**config.mk**
```make
export PLATFORM = sky130hd
export DESIGN_NAME = pe_pass_scheduler
export DESIGN_NICKNAME = d
export VERILOG_FILES = /design/src/rtl/pe_pkg.sv /design/src/rtl/phase_counter.sv /design/src/rtl/pe_pass_scheduler.sv
export SDC_FILE = /design/constraint.sdc
export NUM_CORES = 1
export LEC_CHECK = 0
export BUFFER_PORTS_ARGS = -buffer_cell sky130_fd_sc_hd__buf_2
export CAP_MARGIN = 40
export CORE_AREA = 4 4 115 117
export CTS_BUF_LIST = sky130_fd_sc_hd__clkbuf_8
export CTS_CLUSTER_DIAMETER = 30
export CTS_CLUSTER_SIZE = 40
export DETAILED_ROUTE_END_ITERATION = 10
export DIE_AREA = 0 0 119 121
export PLACE_DENSITY_LB_ADDON = 0.25
export SETUP_SLACK_MARGIN = 0.3
export SYNTH_ARGS = -nofsm -noshare
export SYNTH_HDL_FRONTEND = slang
export SYNTH_SLANG_ARGS = --single-unit
```
**constraint.sdc**
```tcl
create_clock -name clk -period 3.1 [get_ports clk]
set_clock_uncertainty 0.2 [all_clocks]
set_input_delay 0.155 -clock clk [delete_from_list [all_inputs] [get_ports clk]]
set_output_delay 0.155 -clock clk [all_outputs]
set_load 0.05 [all_outputs]
```
**src/rtl/pe_pkg.sv**
```systemverilog
// Shared PE definitions: config field layout, stream width, pass FSM states and
// budget helpers used by the pass scheduler and the PE itself.
package pe_pkg;

    localparam int unsigned DATA_BITS   = 32;
    localparam int unsigned CONFIG_SIZE = 13;

    localparam int unsigned CFG_DW_BIT  = 12;
    localparam int unsigned CFG_R_LSB   = 10;
    localparam int unsigned CFG_R_W     = 2;
    localparam int unsigned CFG_U_BIT   = 9;
    localparam int unsigned CFG_P_LSB   = 7;
    localparam int unsigned CFG_P_W     = 2;
    localparam int unsigned CFG_F_LSB   = 2;
    localparam int unsigned CFG_F_W     = 5;
    localparam int unsigned CFG_Q_LSB   = 0;
    localparam int unsigned CFG_Q_W     = 2;

    localparam int unsigned WCNT_W      = 4;
    localparam int unsigned COL_W       = 5;

    typedef enum logic [2:0] {
        ST_IDLE,
        ST_LOAD,
        ST_FILTER,
        ST_IFMAP,
        ST_IPSUM,
        ST_OPSUM,
        ST_FIN
    } pass_state_e;

    // Fields hold value-1, so every decoded dimension is in 1..4.
    function automatic logic [2:0] cfg_r(input logic [CONFIG_SIZE-1:0] c);
        return {1'b0, c[CFG_R_LSB +: CFG_R_W]} + 3'd1;
    endfunction

    function automatic logic [2:0] cfg_u(input logic [CONFIG_SIZE-1:0] c);
        return {2'b00, c[CFG_U_BIT]} + 3'd1;
    endfunction

    function automatic logic [2:0] cfg_p(input logic [CONFIG_SIZE-1:0] c);
        return {1'b0, c[CFG_P_LSB +: CFG_P_W]} + 3'd1;
    endfunction

    function automatic logic [2:0] cfg_q(input logic [CONFIG_SIZE-1:0] c);
        return {1'b0, c[CFG_Q_LSB +: CFG_Q_W]} + 3'd1;
    endfunction

    function automatic logic [COL_W-1:0] cfg_f(input logic [CONFIG_SIZE-1:0] c);
        return c[CFG_F_LSB +: CFG_F_W];
    endfunction

    // p*R can reach 16; the word counter saturates at 15.
    function automatic logic [WCNT_W-1:0] filter_words(input logic [CONFIG_SIZE-1:0] c);
        logic [5:0] w_prod;
        w_prod = {3'b000, cfg_p(c)} * {3'b000, cfg_r(c)};
        return (w_prod > 6'd15) ? '1 : w_prod[WCNT_W-1:0];
    endfunction

    function automatic logic [WCNT_W-1:0] psum_words(input logic [CONFIG_SIZE-1:0] c);
        return c[CFG_DW_BIT] ? {1'b0, cfg_q(c)} : {1'b0, cfg_p(c)};
    endfunction

endpackage

```
**src/rtl/phase_counter.sv**
```systemverilog
// Loadable down-counter holding the remaining word budget of the active phase.
module phase_counter
    import pe_pkg::*;
#(
    parameter int unsigned WIDTH = WCNT_W
) (
    input  logic             i_clk,
    input  logic             i_rst_n,
    input  logic             i_load,
    input  logic [WIDTH-1:0] i_load_val,
    input  logic             i_dec,
    output logic             o_zero
);

    logic [WIDTH-1:0] r_count;

    always_ff @(posedge i_clk or negedge i_rst_n) begin
        if (!i_rst_n) begin
            r_count <= '0;
        end else if (i_load) begin
            r_count <= i_load_val;
        end else if (i_dec && (r_count != '0)) begin
            r_count <= r_count - 1'b1;
        end
    end

    assign o_zero = (r_count == '0);

endmodule

```
**src/rtl/pe_pass_scheduler.sv**
```systemverilog
// Sequences one PE through a convolution pass: config load, then filter, and per
// column ifmap/ipsum/opsum streams, each gated by a word budget.
module pe_pass_scheduler #(
    parameter int unsigned DATA_BITS   = 32,
    parameter int unsigned CONFIG_SIZE = 13
) (
    input  logic                   clk,
    input  logic                   rst,
    input  logic                   start,
    output logic                   start_ready,
    input  logic [CONFIG_SIZE-1:0] cfg,
    output logic [CONFIG_SIZE-1:0] pe_config,
    output logic                   pe_en,
    input  logic [DATA_BITS-1:0]   src_filter_data,
    input  logic                   src_filter_valid,
    output logic                   src_filter_ready,
    input  logic [DATA_BITS-1:0]   src_ifmap_data,
    input  logic                   src_ifmap_valid,
    output logic                   src_ifmap_ready,
    input  logic [DATA_BITS-1:0]   src_ipsum_data,
    input  logic                   src_ipsum_valid,
    output logic                   src_ipsum_ready,
    output logic [DATA_BITS-1:0]   pe_filter_data,
    output logic                   pe_filter_valid,
    input  logic                   pe_filter_ready,
    output logic [DATA_BITS-1:0]   pe_ifmap_data,
    output logic                   pe_ifmap_valid,
    input  logic                   pe_ifmap_ready,
    output logic [DATA_BITS-1:0]   pe_ipsum_data,
    output logic                   pe_ipsum_valid,
    input  logic                   pe_ipsum_ready,
    input  logic [DATA_BITS-1:0]   pe_opsum_data,
    input  logic                   pe_opsum_valid,
    output logic                   pe_opsum_ready,
    output logic [DATA_BITS-1:0]   dst_opsum_data,
    output logic                   dst_opsum_valid,
    input  logic                   dst_opsum_ready,
    output logic                   busy,
    output logic                   done,
    output logic                   err
);

    import pe_pkg::*;

    pass_state_e            r_state;
    pass_state_e            w_next;
    logic [CONFIG_SIZE-1:0] r_cfg;
    logic [COL_W-1:0]       r_col;
    logic                   r_err;
    logic                   r_alive;

    logic                   w_load;
    logic [WCNT_W-1:0]      w_load_val;
    logic                   w_zero;
    logic                   w_open;
    logic                   w_xfer;
    logic                   w_start_xfer;
    logic                   w_after_load;
    logic                   w_proto_err;
    logic                   w_last_col;

    phase_counter #(.WIDTH(WCNT_W)) u_word_cnt (
        .i_clk      (clk),
        .i_rst_n    (rst),
        .i_load     (w_load),
        .i_load_val (w_load_val),
        .i_dec      (w_xfer),
        .o_zero     (w_zero)
    );

    assign w_open       = ~w_zero;
    assign start_ready  = r_alive && (r_state == ST_IDLE);
    assign w_start_xfer = start && start_ready;
    assign w_last_col   = (r_col == cfg_f(r_cfg));
    assign pe_config    = r_cfg;
    assign pe_en        = (r_state == ST_LOAD);
    assign busy         = (r_state != ST_IDLE);
    assign done         = (r_state == ST_FIN);
    assign err          = r_err;

    assign w_after_load = (r_state != ST_IDLE) && (r_state != ST_LOAD);
    assign w_proto_err  = w_after_load &&
                          ((pe_filter_ready && (r_state != ST_FILTER)) ||
                           (pe_ifmap_ready  && (r_state != ST_IFMAP))  ||
                           (pe_ipsum_ready  && (r_state != ST_IPSUM))  ||
                           (pe_opsum_valid  && (r_state != ST_OPSUM)));

    // Data is zeroed on inactive streams so every output reads 0 outside its phase.
    always_comb begin
        pe_filter_valid  = 1'b0;
        pe_filter_data   = '0;
        src_filter_ready = 1'b0;
        pe_ifmap_valid   = 1'b0;
        pe_ifmap_data    = '0;
        src_ifmap_ready  = 1'b0;
        pe_ipsum_valid   = 1'b0;
        pe_ipsum_data    = '0;
        src_ipsum_ready  = 1'b0;
        dst_opsum_valid  = 1'b0;
        dst_opsum_data   = '0;
        pe_opsum_ready   = 1'b0;
        w_xfer           = 1'b0;
        case (r_state)
            ST_FILTER: begin
                pe_filter_valid  = src_filter_valid & w_open;
                src_filter_ready = pe_filter_ready & w_open;
                pe_filter_data   = src_filter_data;
                w_xfer           = src_filter_valid & pe_filter_ready & w_open;
            end
            ST_IFMAP: begin
                pe_ifmap_valid   = src_ifmap_valid & w_open;
                src_ifmap_ready  = pe_ifmap_ready & w_open;
                pe_ifmap_data    = src_ifmap_data;
                w_xfer           = src_ifmap_valid & pe_ifmap_ready & w_open;
            end
            ST_IPSUM: begin
                pe_ipsum_valid   = src_ipsum_valid & w_open;
                src_ipsum_ready  = pe_ipsum_ready & w_open;
                pe_ipsum_data    = src_ipsum_data;
                w_xfer           = src_ipsum_valid & pe_ipsum_ready & w_open;
            end
            ST_OPSUM: begin
                dst_opsum_valid  = pe_opsum_valid & w_open;
                pe_opsum_ready   = dst_opsum_ready & w_open;
                dst_opsum_data   = pe_opsum_data;
                w_xfer           = pe_opsum_valid & dst_opsum_ready & w_open;
            end
            default: ;
        endcase
    end

    // Each phase exits once its budget reads zero; the next budget loads on that edge.
    always_comb begin
        w_next     = r_state;
        w_load     = 1'b0;
        w_load_val = '0;
        case (r_state)
            ST_IDLE: begin
                if (w_start_xfer) begin
                    w_next = ST_LOAD;
                    w_load = 1'b1;
                end
            end
            ST_LOAD: begin
                w_next     = ST_FILTER;
                w_load     = 1'b1;
                w_load_val = filter_words(r_cfg);
            end
            ST_FILTER: begin
                if (w_zero) begin
                    w_next     = ST_IFMAP;
                    w_load     = 1'b1;
                    w_load_val = {1'b0, cfg_r(r_cfg)};
                end
            end
            ST_IFMAP: begin
                if (w_zero) begin
                    w_next     = ST_IPSUM;
                    w_load     = 1'b1;
                    w_load_val = psum_words(r_cfg);
                end
            end
            ST_IPSUM: begin
                if (w_zero) begin
                    w_next     = ST_OPSUM;
                    w_load     = 1'b1;
                    w_load_val = psum_words(r_cfg);
                end
            end
            ST_OPSUM: begin
                if (w_zero) begin
                    if (w_last_col) begin
                        w_next = ST_FIN;
                    end else begin
                        w_next     = ST_IFMAP;
                        w_load     = 1'b1;
                        w_load_val = {1'b0, cfg_u(r_cfg)};
                    end
                end
            end
            ST_FIN:  w_next = ST_IDLE;
            default: w_next = ST_IDLE;
        endcase
    end

    always_ff @(posedge clk or negedge rst) begin
        if (!rst) begin
            r_state <= ST_IDLE;
            r_cfg   <= '0;
            r_col   <= '0;
            r_err   <= 1'b0;
            r_alive <= 1'b0;
        end else begin
            r_alive <= 1'b1;
            r_state <= w_next;
            if (w_start_xfer) begin
                r_cfg <= cfg;
                r_col <= '0;
                r_err <= 1'b0;
            end else begin
                if ((r_state == ST_OPSUM) && w_zero && !w_last_col && (r_col != '1)) begin
                    r_col <= r_col + 1'b1;
                end
                if (w_proto_err) begin
                    r_err <= 1'b1;
                end
            end
        end
    end

endmodule

```
==> run metrics, run 1 <==
vias in the first global route 3525; Yosys Warn Count 0; Max Slew Vio Count 0; mapped cell area 2960 sq um; slowest CP cell fa_1; Final Hold Viols 0; Main synth FF type dfrtp_1; Crit. End Element flop; critical path's largest stage delay 0.49 ns; FILL cells 1264; synthesis-stage register bit count 27; Detail Route Antenna Nets 0; cts bufs inserted 3; final setup fails 0; Global Route Usage Sum 16.5%; DRT Wirelength 12.8 mm; final worst path period share 93.6%; grt ovf 0; Setup Crit Path Kind flop to flop; CTS max path bufs 2; Fin Setup TNS 0 ns; synth unique cells 55; Worst-Skew Late Latency 0.27 ns; area leader, netlist and2_1; first-pass GRT wire length 19.2 mm; Final HPWL DP 11.0 mm; clock slew at reported path FFs 0.10 ns; num ports 306; effective utilization at floorplan 23.9%; CP Cell Sequence ha_4 -> and2_4 -> fa_1 -> ha_2 -> fa_2 -> nor4bb_4 -> a21oi_2 -> o21ai_1 -> o221ai_1 -> mux2_4; Cells after Synth 346; RSZ-0062 raised after global routing yes; clock sink count 27; CP arrival 2.86 ns; root buffer cell clkbuf_8; worst min path class primary input to flop; most common cell after layout, fill and taps aside buf_2; CP Buf/Inv Count 0; area growth from synthesis to layout 67.4%; Die Area 14400 sq um; Residual DRC 0; Top delay family on crit path adder cells; Post-Route Utilization 40.1%; via/cell ratio 4.36; Seq/Total Area, Yosys 22.8%; Slew HR 53.0%; cell depth of the worst hold path 4; IO buf count 305; commonest non-fill, non-tap cells in the layout 305 x buf_2, 133 x and2_1, 23 x dfrtp_1, 17 x mux2_2; cell count along the critical path 10; VDD IR max 0.000695 V; die width 119 microns; status finished, final reports clean; Pleak 2.90 nW; chip height 121 microns; Max-cap violations 0; Total Nets Final 831; initial antenna violation count 4; syn_nets 516; PwrDens 949 nW/um^2; DRT Pass-1 Iters 4; H-Tree Depth 1; total core area 12400 sq um; DR WL/cell 15.4 microns; largest net degree at the start of global routing 37; R2R cell count 10; DRC violation total after the first TritonRoute iteration 91; Synth area leaders and2_1 28%, dfrtp_1 23%, mux2_2 6.8%, ha_1 6.8%, and3_1 2.1%; asr flop ratio synth 100%; share of layout cells above drive strength 1 55.8%; top cell type's share of synthesized area 28.3%; Worst EP required 3.06 ns; CTS tree built; EDFF count, synth 0; fmax 345 MHz; Crit Path Max Fanout 4; GPL Wtd Cong 0.857; crit start category flop; min cycle time layout 2.90 ns; row cnt 41; Avg Inst Size Synth 8.55 sq um; actual slew at the worst max-slew pin 0.705 ns; DR vias 3638
sequential cells by signal, summed over array words and instances (netlist names):
signal and count:
pe_config 13, err 1, r_state 3, u_word_cnt.r_count 4
r_col 5, r_alive 1
through the flow:
step / cell area (sq um) / power, W / hold slack (ns) / setup slack, ns / cells
2_1_floorplan: 3010 / 0.00353 / -0.341 / 0.0984 / 346
3_3_place_gp: 4690 / 0.00436 / 0.00191 / 0.172 / 807
3_5_place_dp: 4690 / 0.00440 / 0.00593 / 0.0763 / 807
4_1_cts: 4910 / 0.00468 / 0.167 / 0.222 / 828
5_1_grt: 4950 / 0.00505 / 0.174 / 0.0790 / 834
6_report: 4950 / 0.00470 / 0.166 / 0.199 / 834
repair_timing:
| action | in CTS | in global routing |
|---|---|---|
| pin swaps | 1 | 0 |
| setup buffers | 3 | 4 |
| endpoints found under the hold margin | 40 | 0 |
| gates resized for setup | 2 | 4 |
| setup endpoints to repair | 3 | 4 |
| hold buffers | 14 | 0 |
cell type report:
class | count | area [sq um] | area share, %
Inverter | 9 | 33.8 | 0.682
Clock inverter | 1 | 5.00 | 0.101
Sequential cell | 27 | 681 | 13.7
Multi-Input combinational cell | 287 | 2200 | 44.4
Antenna cell | 2 | 5.00 | 0.101
Timing Repair Buffer | 333 | 1770 | 35.8
Tap cell | 172 | 215 | 4.34
Clock buffer | 3 | 41.3 | 0.834
metal layers:
| layer | up-vias | part of all wire [%] | global-route usage (%) |
|---|---|---|---|
| li1 | 1783 | - | - |
| met5 | - | 0.22 | 0 |
| met1 | 1702 | 41 | 21.5 |
| met4 | 4 | 1.2 | 3.04 |
| met2 | 135 | 50 | 28.1 |
| met3 | 14 | 7.3 | 3.59 |
cell families (layout without fill, tap and decap cells):
| group | Yosys count | in the layout | synth area share (%) |
|---|---|---|---|
| muxes | 20 | 20 | 7.53 |
| xor gates and xnor gates | 10 | 10 | 2.96 |
| DFF | 27 | 27 | 22.8 |
| buffers and inverters | 32 | 346 | 5.16 |
| other | 1 | 3 | 0.127 |
| AOI/OAI and AO/OA | 48 | 48 | 12.1 |
| adders and majority gates | 18 | 18 | 8.12 |
| and+or+nand+nor | 190 | 190 | 41.2 |
cell usage after synthesis, types with 3 or more instances:
cell,instances
and2_1,134
dfrtp_1,27
mux2_2,18
ha_1,16
clkbuf_1,13
o21ai_0,12
and3_1,10
inv_1,9
nand2_1,8
a21oi_1,7
nor2_1,6
nor2b_1,6
xor2_1,6
buf_2,5
nand2b_1,4
nor3_1,4
xnor2_1,4
a21o_1,3
buf_4,3
nor3b_2,3
worst reg2reg max path, cell delays in order, from the launching register on:
cell      delay, ns
dfrtp_2        0.43
ha_4           0.25
and2_4         0.16
fa_1           0.49
ha_2           0.20
fa_2           0.21
nor4bb_4       0.20
a21oi_2        0.11
o21ai_1        0.14
o221ai_1       0.12
mux2_4         0.28
where the power goes:
part / leakage, nW / switching (W) / internal, W
sequential: 0.331 / 0.000165 / 0.000510
combinational: 2.54 / 0.00260 / 0.00122
clock: 0.0255 / 0.000112 / 0.0000900
path summary, 6_finish.rpt:
| kind | slack, ns | start | endpoint |
|---|---|---|---|
| hold / removal | 0.17 | pe_ifmap_ready | err |
| max in group asynchronous | 2.04 | rst | pe_config[11] |
| setup reg to reg | 0.20 | pe_config[8] | u_word_cnt.r_count[0] |
| hold reg to reg | 0.31 | err | err |
| setup / recovery | 0.20 | pe_config[8] | u_word_cnt.r_count[0] |
| min in group asynchronous | 0.22 | rst | pe_config[2] |
(Power assumes the default switching activity.)
==> run 2, diff against run 1 <==
--- a/config.mk
+++ b/config.mk
@@ -14,6 +14,7 @@
 export DETAILED_ROUTE_END_ITERATION = 10
 export DIE_AREA = 0 0 119 121
 export PLACE_DENSITY_LB_ADDON = 0.25
+export RECOVER_POWER = 25
 export SETUP_SLACK_MARGIN = 0.3
 export SYNTH_ARGS = -nofsm -noshare
 export SYNTH_HDL_FRONTEND = slang
==> run metrics, run 2 (synthesis results as in run 1) <==
Pleak 2.84 nW (was 2.90 nW); worst min path class primary input to flop (unchanged); PwrDens 948 nW/um^2 (was 949 nW/um^2); hold path startpoint pe_ifmap_ready (unchanged); actual slew at the worst max-slew pin 1.47 ns (was 0.705 ns); Setup Crit Path Kind flop to flop (unchanged); Crit Path Max Fanout 4 (unchanged); Min-Delay Endpoint err (unchanged); final worst path period share 93.6% (about the same); clock sink count 27 (unchanged); Final Hold Viols 0 (unchanged); Max-cap violations 0 (unchanged); Fin Setup TNS 0 ns (unchanged); Residual DRC 0 (unchanged); PnR worst setup slack 0.199 ns (about the same); cts bufs inserted 3 (unchanged); r2r setup slk 0.20 ns (about the same); fmax 345 MHz (about the same); hold slack 0.166 ns (about the same); cell depth of the worst hold path 4 (unchanged); DR WL/cell 15.4 microns (about the same); CTS tree built (unchanged); CTS max path bufs 2 (unchanged); Total Nets Final 831 (unchanged); num ports 306 (unchanged); R2R cell count 10 (unchanged); max FFs per register 13 (unchanged); grt ovf 0 (unchanged); via/cell ratio 4.36 (about the same); dpl cells 807 (unchanged); area growth from synthesis to layout 66.6% (was 67.4%); first-pass GRT wire length 19.2 mm (unchanged); GPL Wtd Cong 0.857 (unchanged); DRT Wirelength 12.8 mm (about the same); vias in the first global route 3525 (unchanged); final setup fails 0 (unchanged); r2r startpoint pe_config[8] (unchanged); Worst-Skew Late Latency 0.27 ns (about the same); clock slew at reported path FFs 0.10 ns (about the same); RR Endpoint u_word_cnt.r_count[0] (unchanged); largest net degree at the start of global routing 37 (unchanged); Place WS 0.0763 ns (unchanged); most common cell after layout, fill and taps aside buf_2 (unchanged); H-Tree Depth 1 (unchanged); Max Slew Vio Count 0 (unchanged); CP arrival 2.86 ns (about the same); DRT Pass-1 Iters 4 (unchanged); total core area 12400 sq um (unchanged); DRC violation total after the first TritonRoute iteration 90 (was 91); initial antenna violation count 4 (unchanged); IO buf count 305 (unchanged); effective utilization at floorplan 23.9% (unchanged); Detail Route Antenna Nets 0 (unchanged); DR vias 3640 (was 3638); min cycle time layout 2.90 ns (about the same); RSZ-0062 raised after global routing yes (unchanged); Slew HR 1.91% (was 53.0%); root buffer cell clkbuf_8 (unchanged); row cnt 41 (unchanged); commonest non-fill, non-tap cells in the layout 288 x buf_2, 133 x and2_1, 23 x dfrtp_1, 18 x clkbuf_1, 17 x mux2_2 (was 305 x buf_2, 133 x and2_1, 23 x dfrtp_1, 17 x mux2_2); Finished Layout Cells 834 (unchanged); VDD IR max 0.000677 V (was 0.000695 V); Final HPWL DP 11.0 mm (unchanged); Global Route Usage Sum 16.5% (unchanged); crit start category flop (unchanged); share of layout cells above drive strength 1 53.0% (was 55.8%); die width 119 microns (unchanged); Worst EP required 3.06 ns (about the same); Crit. End Element flop (unchanged); Die Area 14400 sq um (unchanged); chip height 121 microns (unchanged); status finished, final reports clean (unchanged)
-- run 2: report_power, final --
| group | internal, W | switching [W] | total [W] | leakage, nW |
|---|---|---|---|---|
| registers | 0.000510 | 0.000166 | 0.000676 | 0.331 |
| logic | 0.00119 | 0.00260 | 0.00380 | 2.49 |
| clock network | 0.0000900 | 0.000112 | 0.000202 | 0.0255 |
-- run 2: cell type report --
cell class | instances | area [sq um]
clock inverter | 1 | 5.00
timing repair buffer | 333 | 1750
clock buffer | 3 | 41.3
sequential | 27 | 681
tap | 172 | 215
inverter | 9 | 33.8
fill | 1276 | 7430
multi-input combinational | 287 | 2200
antenna | 2 | 5.00
-- run 2: timing repair --
item                                    CTS  global route
hold buffers                             14             0
gates resized for setup                   2             4
endpoints found under the setup margin    3             4
pin swaps                                 1             0
buffers inserted                          3             4
hold endpoints to repair                 40             0
cloned                                    0             0
-- run 2: critical path: stages (launching register included) --
cell	delay, ns
dfrtp_2	0.43
ha_4	0.25
and2_4	0.16
fa_1	0.49
ha_2	0.20
fa_2	0.21
nor4bb_4	0.20
a21oi_2	0.11
o21ai_1	0.14
o221ai_1	0.12
mux2_4	0.28
-- run 2: how the worst max path moves through the flow --
stage | from | to | slack (ns) | cells past startpoint
2_1_floorplan | pe_config[7] | u_word_cnt.r_count[0] | 0.1 | 10
3_3_place_gp | pe_config[10] | u_word_cnt.r_count[0] | 0.17 | 10
3_5_place_dp | pe_config[10] | u_word_cnt.r_count[0] | 0.08 | 10
4_1_cts | pe_config[8] | u_word_cnt.r_count[0] | 0.22 | 10
5_1_grt | pe_config[8] | u_word_cnt.r_count[0] | 0.08 | 10
6_report | pe_config[8] | u_word_cnt.r_count[0] | 0.20 | 10
-- run 2: routing by layer --
metal,routed length (microns),vias to the layer above,part of all wire [%],track usage [%]
met2,6410,139,50,28.1
met3,930,14,7.3,3.59
met5,28,-,0.22,0
met4,155,4,1.2,3.04
li1,-,1784,-,-
met1,5290,1699,41,21.5
-- run 2: metrics by stage --
| stage | instance area (sq um) | total power [W] | utilization, % |
|---|---|---|---|
| 2_1_floorplan | 3010 | 0.00353 | - |
| 3_3_place_gp | 4690 | 0.00436 | 38.0 |
| 6_report | 4930 | 0.00467 | 39.9 |
| 4_1_cts | 4910 | 0.00468 | 39.7 |
| 3_5_place_dp | 4690 | 0.00440 | 38.0 |
| 5_1_grt | 4930 | 0.00502 | 39.9 |
==> run 3, diff against run 2 <==
--- a/config.mk
+++ b/config.mk
@@ -10,9 +10,10 @@
 export CORE_AREA = 4 4 115 117
 export CTS_BUF_LIST = sky130_fd_sc_hd__clkbuf_8
 export CTS_CLUSTER_DIAMETER = 30
-export CTS_CLUSTER_SIZE = 40
+export CTS_CLUSTER_SIZE = 8
 export DETAILED_ROUTE_END_ITERATION = 10
 export DIE_AREA = 0 0 119 121
+export GPL_ROUTABILITY_DRIVEN = 0
 export PLACE_DENSITY_LB_ADDON = 0.25
 export RECOVER_POWER = 25
 export SETUP_SLACK_MARGIN = 0.3
==> constraint.sdc (replaced) <==
create_clock -name clk -period 3.1 [get_ports clk]
set_clock_uncertainty 0.2 [all_clocks]
set_input_delay 0.62 -clock clk [delete_from_list [all_inputs] [get_ports clk]]
set_output_delay 0.62 -clock clk [all_outputs]
set_load 0.05 [all_outputs]
==> run metrics, run 3 (synthesis results as in run 1) <==
Worst-Skew Late Latency 0.27 ns (about the same); CP Buf/Inv Count 0 (unchanged); Post-Route Utilization 39.5% (was 39.9%); dpl cells 809 (was 807); max FFs per register 13 (unchanged); r2r setup slk 0.17 ns (was 0.20 ns); area of the multi-input gates 2210 sq um (was 2200 sq um); effective utilization at floorplan 23.9% (unchanged); Max-cap violations 0 (unchanged); layer with the highest usage met2 (unchanged); CP arrival 2.90 ns (was 2.86 ns); hold slack 0.318 ns (was 0.166 ns); root buffer cell clkbuf_8 (unchanged); final setup fails 0 (unchanged); fmax 341 MHz (was 345 MHz); first-pass GRT wire length 19.3 mm (was 19.2 mm); DRT Pass-1 Iters 4 (unchanged); R2R cell count 10 (unchanged); min cycle time layout 2.93 ns (was 2.90 ns); hold path startpoint err (was pe_ifmap_ready); most common cell after layout, fill and taps aside buf_2 (unchanged); Final Hold Viols 0 (unchanged); PwrDens 970 nW/um^2 (was 948 nW/um^2); chip height 121 microns (unchanged); commonest non-fill, non-tap cells in the layout 286 x buf_2, 133 x and2_1, 23 x dfrtp_1, 16 x mux2_2, 16 x clkbuf_1 (was 288 x buf_2, 133 x and2_1, 23 x dfrtp_1, 18 x clkbuf_1, 17 x mux2_2); critical path's largest stage delay 0.49 ns (about the same); Final HPWL DP 11.1 mm (was 11.0 mm); Top delay family on crit path adder cells (unchanged); area growth from synthesis to layout 65.1% (was 66.6%); Hold Buf Count CTS 0 (was 14); DRT Wirelength 13.0 mm (was 12.8 mm); M1 GR Usage 21.9% (was 21.5%); status finished, final reports clean (unchanged); Worst EP required 3.07 ns (was 3.06 ns); DRC violation total after the first TritonRoute iteration 144 (was 90); worst min path class flop to flop (was primary input to flop); Pleak 2.82 nW (was 2.84 nW); GRT met2 Usage 28.5% (was 28.1%); M3 GR Usage 2.98% (was 3.59%); Total Nets Final 819 (was 831); Setup Crit Path Kind flop to flop (unchanged); FILL cells 1286 (was 1276); CTS tree built (unchanged); Detail Route Antenna Nets 0 (unchanged); CP Cell Sequence ha_4 -> and2_4 -> fa_1 -> ha_2 -> fa_2 -> nor4bb_4 -> a21oi_2 -> o21ai_1 -> o221ai_1 -> mux2_2 (was ha_4 -> and2_4 -> fa_1 -> ha_2 -> fa_2 -> nor4bb_4 -> a21oi_2 -> o21ai_1 -> o221ai_1 -> mux2_4); num ports 306 (unchanged); grt ovf 0 (unchanged); PnR Total Power 0.00474 W (was 0.00467 W); Max Slew Vio Count 0 (unchanged); largest net degree at the start of global routing 38 (was 37); cell depth of the worst hold path 1 (was 4); Crit Path Max Fanout 4 (unchanged); clock sink count 27 (unchanged); CTS max path bufs 2 (unchanged); DR vias 3614 (was 3640); Min-Delay Endpoint err (unchanged); Slew HR 1.95% (was 1.91%); RR Endpoint u_word_cnt.r_count[0] (unchanged); Residual DRC 0 (unchanged); slowest CP cell fa_1 (unchanged); row cnt 41 (unchanged); cts bufs inserted 3 (unchanged); clock slew at reported path FFs 0.09 ns (was 0.10 ns); r2r startpoint pe_config[8] (unchanged); die width 119 microns (unchanged); final worst path period share 94.5% (was 93.6%); crit start category flop (unchanged); DR WL/cell 15.8 microns (was 15.4 microns); Crit. End Element flop (unchanged); vias in the first global route 3533 (was 3525); actual slew at the worst max-slew pin 1.47 ns (about the same); via/cell ratio 4.40 (was 4.36); Fin Setup TNS 0 ns (unchanged); FF+latch area 681 sq um (unchanged); H-Tree Depth 1 (unchanged); IO buf count 305 (unchanged); VDD IR max 0.000638 V (was 0.000677 V); share of layout cells above drive strength 1 54.8% (was 53.0%); Global Route Usage Sum 16.6% (was 16.5%); Finished Layout Cells 822 (was 834); RSZ-0062 raised after global routing yes (unchanged); initial antenna violation count 4 (unchanged); Die Area 14400 sq um (unchanged); total core area 12400 sq um (unchanged)
[run 3: cell types whose count changed in the layout (fill, tap and decap cells not counted), sizes merged]
cell         change
buf              +3
clkbuf           -1
dlygate4sd3     -14
[run 3: layout make-up]
class                      instances  area share, %
multi-input combinational        287           45.2
timing repair buffer             321           34.7
tap                              172           4.41
clock buffer                       3          0.845
clock inverter                     1          0.102
sequential                        27           13.9
antenna                            2          0.102
inverter                           9          0.692
[run 3: worst max-delay path by stage]
| stage | from | to | depth (start not counted) |
|---|---|---|---|
| after floorplan | pe_config[7] | u_word_cnt.r_count[0] | 10 |
| after global placement | pe_config[10] | u_word_cnt.r_count[0] | 10 |
| after detailed placement | pe_config[10] | u_word_cnt.r_count[0] | 10 |
| after CTS | pe_config[8] | u_word_cnt.r_count[0] | 10 |
| after global routing | pe_config[8] | u_word_cnt.r_count[0] | 10 |
| final | pe_config[8] | u_word_cnt.r_count[0] | 10 |
[run 3: stage by stage]
step | setup WS [ns] | area [sq um]
global route | 0.0389 | 4880
floorplan | 0.0984 | 3010
detailed placement | 0.0487 | 4770
CTS | 0.224 | 4870
global placement | 0.164 | 4770
finish | 0.171 | 4880
[run 3: metal layers]
layer  wire length, microns  vias up  part of all wire, %
li1                       -     1761                    -
met1                   5480     1698                   42
met5                     27        -                 0.21
met3                    740       16                  5.7
met4                    191        4                  1.5
met2                   6510      135                   50
[run 3: power breakdown]
group | switching [W] | internal [W]
registers | 0.000147 | 0.000510
clock network | 0.000114 | 0.0000902
logic | 0.00265 | 0.00123
total | 0.00291 | 0.00183
[run 3: worst reg2reg max path, delay by kind of cell (launching register included)]
kind | cells | cell delay, ns
compound gates | 3 | 0.37
fa+ha+maj | 4 | 1.15
flops | 1 | 0.44
mux | 1 | 0.29
simple gates | 2 | 0.38
[run 3: repair_timing]
action / 4_1_cts / 5_1_grt
setup endpoints to repair: 11 / 99
pin swaps: 2 / 2
setup buffers: 6 / 1
resized for setup: 7 / 7
